--- config.mk ---
export PLATFORM = sky130hd
export DESIGN_NAME = err_sat_counter
export DESIGN_NICKNAME = d
export VERILOG_FILES = /design/src/rtl/uart_rx_frame_checker_err_sat_counter.sv
export SDC_FILE = /design/constraint.sdc
export NUM_CORES = 1
export LEC_CHECK = 0
export CAP_MARGIN = 5
export CORE_AREA = 3 3 40 42
export CTS_BUF_LIST = sky130_fd_sc_hd__clkbuf_8
export CTS_CLUSTER_SIZE = 16
export DETAILED_ROUTE_END_ITERATION = 16
export DIE_AREA = 0 0 43 45
export PLACE_DENSITY_LB_ADDON = 0.08
export SYNTH_ARGS = -nofsm -noshare
export SYNTH_HDL_FRONTEND = slang
export SYNTH_SLANG_ARGS = --single-unit
--- constraint.sdc ---
create_clock -name clk -period 2.2 [get_ports clk]
set_input_delay 0.33 -clock clk [delete_from_list [all_inputs] [get_ports clk]]
set_output_delay 0.33 -clock clk [all_outputs]
set_load 0.02 [all_outputs]
--- src/rtl/uart_rx_frame_checker_err_sat_counter.sv ---
// Saturating event counter; a clear wins over a same-cycle increment.
module err_sat_counter #(
  parameter int CNT_W = 8
) (
  input  logic             clk,
  input  logic             rst,
  input  logic             inc,
  input  logic             clr,
  output logic [CNT_W-1:0] count
);

  always_ff @(posedge clk) begin
    if (rst || clr) begin
      count <= '0;
    end else if (inc && (count != '1)) begin
      count <= count + CNT_W'(1);
    end
  end

endmodule

## Word level (Yosys, flattened, before mapping)

Index checks and enable logic that the tools add are counted.

| storage, ports and cells | value |
|---|---|
| bits of input ports | 4 |
| output and inout bits | 8 |
| word-level logic and storage cells | 5 |
| register bits | 8 |

| cells by class | value |
|---|---|
| equal/unequal tests | 1 |
| reduce and logical (&&, ||, !) cells | 2 |
| add/subtract/negate cells | 1 |

Operators by type and width:

| operator | count |
|---|---|
| 8-bit by 1-bit adder with 8-bit output (second input constant) | 1 |
| 8-bit inequality test (second input constant) | 1 |
| 1-bit logical AND | 1 |
| 1-bit logical OR | 1 |

## Logic depth before layout (Yosys ltp)

Gate-level depths: netlist of the first run.

| depth | value |
|---|---|
| word-level depth | 2 |
| mapped depth | 4 |
| depth with buffers taken out | 4 |

## Worst setup path after synthesis of the first run

Ideal clock, no wire load.

| timing path | value |
|---|---|
| path kind | reg-to-reg |
| from | register count[0] |
| to | register count[6] |
| stages on the path, launching flop included | 5 |
| required time | 2085 ps |
| path slack | 698 ps |
| buffers on the path | 0 |
| period minus slack after synthesis | 1502 ps |
| setup time | 115 ps |
| arrival | 1386 ps |
| path through | dfxtp_1 -> ha_1 -> nand3_1 -> or4_1 -> and3_1 |

| between the ends | value |
|---|---|
| word-level cells in the longest chain between the ends | 2 |
| elaborated cells between the ends (all ways) | 3 |
| classes of those cells | add/sub: 1; eq/ne: 1; reduce/logical: 1 |

Ends and longest elaborated chain:

| element | RTL line | text |
|---|---|---|
| start: declaration | 9 | `output logic [CNT_W-1:0] count` |
| start signal: assignment | 16 | `count <= count + CNT_W'(1);` |
| branches (longest 2 deep; another with 8-bit by 1-bit adder with 8-bit output) | n/a |  |

Parallel ways; which one is timed is not known.
A chain may end at the register's enable or synchronous reset.

## Worst setup path in the final report of the first run

| timing path | value |
|---|---|
| from | register count[7] |
| to | output port count[7] |

No word-level cell between the ends.

==> flow_summary.ini, run 1 <==
[outcome]
status = finished, final reports clean

[critical_path]
ff2ff_setup_slack_ps = 750
worstRegToRegCells = 4
rr_endpoint = count[6]
crit_required_ps = 1870
crit_chain = clkdlybuf4s50_1
r2r_start = count[0]
cp-start-kind = flop
crit_slowest_cell = clkdlybuf4s50_1
cp_slowest_stage_delay_ps = 650
worstSetupEndpointType = output pin
critPathTopFamily = buffers and inverters
critPathArrivalTime_ps = 1310
path_class = reg -> out
critical_path_buf_inv_count = 1
worstPathMaxFanout = 8

[power]
p_int_uw = 277
seqPwrFrac_pct = 42.9
comb_power_share_pct = 5.9
power.density_nw_per_um2 = 590
switchingPower_uw = 69.4
swShare_pct = 20.1
peakVddDrop_uv = 366
power.leakage_uw = 0.000218
power_uw = 346
p_clk_share_pct = 51.3

[sta]
skew_ps = 1.61
relSlewSlack_pct = 68.3
slew_viol_final = 0
hold_ws_ps = 487
rsz0062_at_grt = false
min_period_ps = 1640
post-route-period-util_pct = 74.5
hold_viol_final = 0
tns_ps = 0
max_freq_ghz = 0.610
tightest_slew_ps = 474
setup_viol = 0

[grt]
antenna_found_initial = 0
grt_pass1_vias = 404
grtUsageTotal_pct = 12.3
grt_pass1_wl_um = 1710
grt_max_degree = 9
overflow = 0

[synthesis]
avgSynthCellArea_um2 = 8.78
synthCells = 48
syn_area_um2 = 422
ys_seq_elements = 8
ys_seq_area_share_pct = 38.0
yosysWarnings = 0
syn_nets = 53
ys_types = 23

[clock_network]
cts-buffers-inserted = 3
cts_sinks = 8
clock_latency_ps = 230
cts_setup_buffers = 0
cts_tree = yes
htree_levels = 1
cts-hold-fix-buffers = 0
cts_resized = 0
path_clk_slew_ps = 40
cts_max_path_buffers = 2
cts-root-buf = clkbuf_8

[hold_path]
whs_endpoint = count[1]
hold_path_startpoint = count[1]
hp-class = reg -> reg
hold-path-cell-count = 2

[finish]
nets = 68
drive_above_1_share_pct = 11.5
reg_top3 = count x8
antennaDiodeCount = 0
final_common_cell = clkdlybuf4s50_1
regMostFlops = count
largest_reg_flops = 8
final_cell_mix = 11 x clkdlybuf4s50_1, 8 x dfxtp_1, 7 x nand2_1, 5 x a21oi_1, 4 x mux2i_1
syn_to_final_growth_pct = 39.2

[place]
hpwl_um = 716
gp_congestion = 0.734
io_buffers = 11

[detailed_routing]
num_vias = 394
drc = 0
wl_per_cell_um = 12.3
viasPerCell = 5.18
wl_um = 934
drtIter0Drc = 9
drtAntennaViolNets = 0
drtPass1Iterations = 4

[floorplanning]
rows = 13
ios = 12
die_w_um = 43
core_area_um2 = 1280
design.die.area_um2 = 1940
initial_core_util_pct = 32.8
die_h_um = 45

[run]
maxCapViolCount = 0
## layer usage
layer / wire, um / vias up / global-route usage, %
li1: - / 206 / -
met1: 414 / 178 / 13.9
met2: 456 / 10 / 19.8
met3: 63 / 0 / 7.17
met4: 0 / 0 / 3.61
met5: 0 / - / 0
## through the flow
step	utilization (%)	area, um2	worst slack (ps)	std cells
2_1_floorplan	-	422	698	48
5_1_grt	45.7	587	491	76
4_1_cts	45.7	587	551	76
6_report	45.7	587	561	76
3_5_place_dp	42.5	546	492	73
3_3_place_gp	42.5	546	520	73
## Yosys cell counts
cell / number / area (um2)
dfxtp_1: 8 / 160
nand2_1: 7 / 26.3
a21oi_1: 5 / 25.0
mux2i_1: 4 / 40.0
and3_1: 2 / 12.5
and3b_1: 2 / 17.5
nand3_1: 2 / 10.0
nand4_1: 2 / 12.5
or3_1: 2 / 12.5
a21boi_0: 1 / 7.51
a21boi_2: 1 / 11.3
and2_2: 1 / 7.51
and4_1: 1 / 8.76
and4_2: 1 / 10.0
buf_2: 1 / 5.00
ha_1: 1 / 12.5
inv_1: 1 / 3.75
nor2_1: 1 / 3.75
nor4_1: 1 / 6.26
o2111ai_1: 1 / 8.76
o21ai_0: 1 / 5.00
or3_2: 1 / 7.51
or4_1: 1 / 7.51
## final cells by class
| class | instances | area, um2 |
|---|---|---|
| clock buffers | 3 | 41.3 |
| flip-flops and latches | 8 | 160 |
| fillers | 136 | 698 |
| multi-input cells | 38 | 253 |
| well taps | 15 | 18.8 |
| inverters | 1 | 3.75 |
| repair buffers | 11 | 110 |
## how the worst max path moves through the flow
stage / cells past startpoint / start / slack, ps / end
global route: 1 / count[7] / 490 / count[7]
CTS: 1 / count[7] / 550 / count[7]
finish: 1 / count[7] / 560 / count[7]
global placement: 4 / inc / 520 / count[6]
floorplan: 4 / count[0] / 700 / count[6]
detailed placement: 4 / inc / 490 / count[3]
## power groups by stage
| stage | registers, uW | logic (uW) | clock network, uW |
|---|---|---|---|
| 2_1_floorplan | 152 | 7.38 | 0 |
| 3_3_place_gp | 151 | 20.7 | 0 |
| 3_5_place_dp | 151 | 20.7 | 0 |
| 4_1_cts | 148 | 20.9 | 183 |
| 5_1_grt | 149 | 22.5 | 189 |
| 6_report | 148 | 20.4 | 177 |
## kinds of logic after synthesis
logic type	share of synthesized area (%)
flops	38.0
fa+ha+maj	2.97
simple gates	33.8
buf+inv	2.08
mux	9.50
compound gates	13.6
No activity file was read; power rests on OpenSTA's default activity.
==> inputs of run 2 (changes only) <==
Clock period 2.2 ns to 1.6 ns, I/O delays scaled along.
==> flow_summary.ini, run 2 (synthesis gave the netlist of run 1 again) <==
[critical_path]
critical_path_buf_inv_count = 1
ff2ff_setup_slack_ps = 160
worstRegToRegCells = 4
rr_endpoint = count[6]
crit_required_ps = 1360
cp.depth = 1
crit_chain = clkdlybuf4s50_1
r2r_start = count[0]
worstSetupEndpointType = output pin
cp-startpoint = count[2]
crit_slowest_cell = clkdlybuf4s50_1
path_class = reg -> out
critPathArrivalTime_ps = 1290
worstPathMaxFanout = 7
cp_slowest_stage_delay_ps = 640
cp-start-kind = flop
critPathCapture = count[2]
critPathTopFamily = buffers and inverters

[finish]
nets = 74
finalNonFillerCells = 82
final_common_cell = clkdlybuf4s50_1
fillers = 140
seqCellArea_um2 = 160
multiInputGateArea_um2 = 253
antennaDiodeCount = 0
drive_above_1_share_pct = 19.4
syn_to_final_growth_pct = 49.9
regMostFlops = count
largest_reg_flops = 8
reg_top3 = count x8
final_cell_mix = 11 x clkdlybuf4s50_1, 8 x dfxtp_1, 7 x nand2_1, 6 x buf_4, 5 x a21oi_1

[grt]
grt_pass1_vias = 389
grtUsageTotal_pct = 12.1
grt_max_degree = 8
overflow = 0
antenna_found_initial = 0
grt_pass1_wl_um = 1710

[power]
power.density_nw_per_um2 = 760
power.leakage_uw = 0.000248
peakVddDrop_uv = 561

[sta]
max_freq_ghz = 0.653
tns_ps = 0
hold_ws_ps = 491
slew_viol_final = 0
skew_ps = 2.23
relSlewSlack_pct = 81.8
post-route-period-util_pct = 95.8
rsz0062_at_grt = false
tightest_slew_ps = 271
setup_viol = 0
hold_viol_final = 0
min_period_ps = 1530

[clock_network]
cts_setup_buffers = 0
cts-hold-fix-buffers = 0
cts_max_path_buffers = 2
clock_latency_ps = 230
cts_resized = 0
htree_levels = 1
cts_sinks = 8
path_clk_slew_ps = 40
cts-buffers-inserted = 3
cts-root-buf = clkbuf_8
cts_tree = yes

[detailed_routing]
wl_per_cell_um = 12.3
wl_um = 1010
num_vias = 416
drtPass1Iterations = 4
drtAntennaViolNets = 0
wl_met3_um = 58
drtIter0Drc = 2
m1WireLength_um = 449
viasPerCell = 5.07
drc = 0
top_layer_used = met3
dr_wl_met2_um = 502

[floorplanning]
core_area_um2 = 1280
die_h_um = 45
initial_core_util_pct = 32.8
ios = 12
die_w_um = 43
design.die.area_um2 = 1940
rows = 13

[hold_path]
hp-class = reg -> reg

[place]
io_buffers = 11
gp_congestion = 0.717
hpwl_um = 762
place_inst = 79

[outcome]
status = finished, final reports clean

[run]
maxCapViolCount = 0
-- run 2: stage by stage --
| stage | worst slack (ps) | area (um2) | util [%] | power, uW |
|---|---|---|---|---|
| 3_3_place_gp | 75.7 | 591 | 46.0 | 241 |
| 2_1_floorplan | 98.1 | 422 | - | 219 |
| 4_1_cts | 59.0 | 632 | 49.2 | 491 |
| 6_report | 67.6 | 632 | 49.2 | 480 |
| 5_1_grt | 6.57 | 632 | 49.2 | 504 |
| 3_5_place_dp | 66.9 | 591 | 46.0 | 241 |
-- run 2: report_power, final --
group	switching, uW	internal, uW
combinational	14.0	19.7
clock	79.5	163
sequential	2.00	202
-- run 2: how the worst min path moves through the flow --
stage | slack, ps | from | cells after the start | endpoint
2_1_floorplan | 320 | clr | 1 | count[2]
3_3_place_gp | 480 | count[1] | 2 | count[1]
5_1_grt | 540 | count[1] | 2 | count[1]
4_1_cts | 500 | count[1] | 2 | count[1]
6_report | 490 | count[1] | 2 | count[1]
3_5_place_dp | 490 | count[1] | 2 | count[1]
-- run 2: final cells by class --
type | instances | share of cell area (%)
clock buffers | 3 | 6.53
inverters | 1 | 0.594
multi-input cells | 38 | 40.0
flip-flops and latches | 8 | 25.3
well taps | 15 | 2.97
repair buffers | 17 | 24.6
-- run 2: layer usage --
metal  vias to the layer above  global-route usage, %
met5                         -                      0
met4                         0                   1.81
met3                         0                   7.17
met2                        10                   20.7
met1                       185                   13.5
li1                        221                      -
==> inputs of run 3 (changes only) <==
Settings changed: CAP_MARGIN 5 to 20, GPL_TIMING_DRIVEN from default to 0.
==> flow_summary.ini, run 3 (synthesis gave the netlist of run 1 again) <==
[outcome]
status = finished, final reports clean

[floorplanning]
ios = 12
die_w_um = 43
initial_core_util_pct = 32.8
core_area_um2 = 1280
rows = 13
design.die.area_um2 = 1940
die_h_um = 45

[power]
power_uw = 474
peakVddDrop_uv = 559
power.density_nw_per_um2 = 797
power.leakage_uw = 0.000243

[clock_network]
cts-buffers-inserted = 3
cts-hold-fix-buffers = 0
htree_levels = 1
cts_max_path_buffers = 2
cts_sinks = 8
cts_tree = yes
path_clk_slew_ps = 40
clock_latency_ps = 230
cts-root-buf = clkbuf_8
cts_setup_buffers = 0

[grt]
overflow = 0
antenna_found_initial = 0
grtUsageTotal_pct = 11.0
grt_max_degree = 9
grt_pass1_vias = 346
grt_pass1_wl_um = 1500

[hold_path]
hp-class = reg -> reg
hold-path-cell-count = 2

[place]
place_ws_ps = -71.0
hpwl_um = 704
gp_congestion = 0.679
place_inst = 74
io_buffers = 11

[finish]
largest_reg_flops = 8
drive_above_1_share_pct = 12.9
finalNonFillerCells = 77
nets = 69
regMostFlops = count
antennaDiodeCount = 0
final_common_cell = clkdlybuf4s50_1
final_cell_mix = 10 x clkdlybuf4s50_1, 8 x dfxtp_1, 7 x nand2_1, 5 x a21oi_1, 4 x mux2i_1
reg_top3 = count x8
syn_to_final_growth_pct = 40.9

[detailed_routing]
drtPass1Iterations = 3
wl_per_cell_um = 12.3
viasPerCell = 5.17
wl_um = 945
drtIter0Drc = 4
drc = 0
num_vias = 398
drtAntennaViolNets = 0

[critical_path]
cp.depth = 1
critical_path_buf_inv_count = 1
crit_chain = clkdlybuf4s50_1
worstSetupEndpointType = output pin
cp_slowest_stage_delay_ps = 640
cp-start-kind = flop
critPathArrivalTime_ps = 1280
crit_required_ps = 1360
worstPathMaxFanout = 7
crit_slowest_cell = clkdlybuf4s50_1
critPathTopFamily = buffers and inverters
path_class = reg -> out
worstRegToRegCells = 4

[sta]
hold_ws_ps = 499
skew_ps = 0.166
tightest_slew_ps = 507
rsz0062_at_grt = false
min_period_ps = 1520
hold_viol_final = 0
slew_viol_final = 0
post-route-period-util_pct = 95.3
worst_slack_ps = 75.7
tns_ps = 0
relSlewSlack_pct = 66.1
max_freq_ghz = 0.656
setup_viol = 0

[run]
maxCapViolCount = 0
## run 3: per-stage QoR
step | area, um2 | util, %
floorplan | 422 | -
CTS | 592 | 46.1
global route | 594 | 46.3
finish | 594 | 46.3
detailed placement | 551 | 42.8
global placement | 551 | 42.8
## run 3: worst paths after layout
kind	startpoint	end	slack [ps]
setup / recovery	count[3]	count[3]	80
setup reg to reg	count[0]	count[6]	140
hold reg to reg	count[1]	count[1]	500
hold / removal	count[1]	count[1]	500
## run 3: repair_timing
item / in CTS / in global routing
endpoints found under the setup margin: 0 / 1
gates resized for setup: 0 / 1
endpoints found under the hold margin: 0 / 0
## run 3: where the power goes
part           switching [uW]  internal, uW  total, uW
logic                    13.1          15.0       28.1
clock network            78.8           163        242
registers                1.87           202        204
## run 3: tightest hold or removal path, cell delays in order (launching register included)
cell and delay [ps]:
dfxtp_1 320, nand2_1 70, mux2i_1 60
## run 3: area by class of cell
| type | count | area, um2 |
|---|---|---|
| Tap cell | 15 | 18.8 |
| Sequential cell | 8 | 160 |
| Multi-Input combinational cell | 38 | 253 |
| Timing Repair Buffer | 11 | 113 |
| Inverter | 1 | 3.75 |
| Clock buffer | 3 | 41.3 |
| Fill cell | 134 | 691 |
| Buffer | 1 | 5.00 |
## run 3: metal layers
metal	GRT usage, %	wire length [um]
met1	12.6	428
met2	17.7	443
met3	7.17	73
met4	1.81	0
met5	0	0
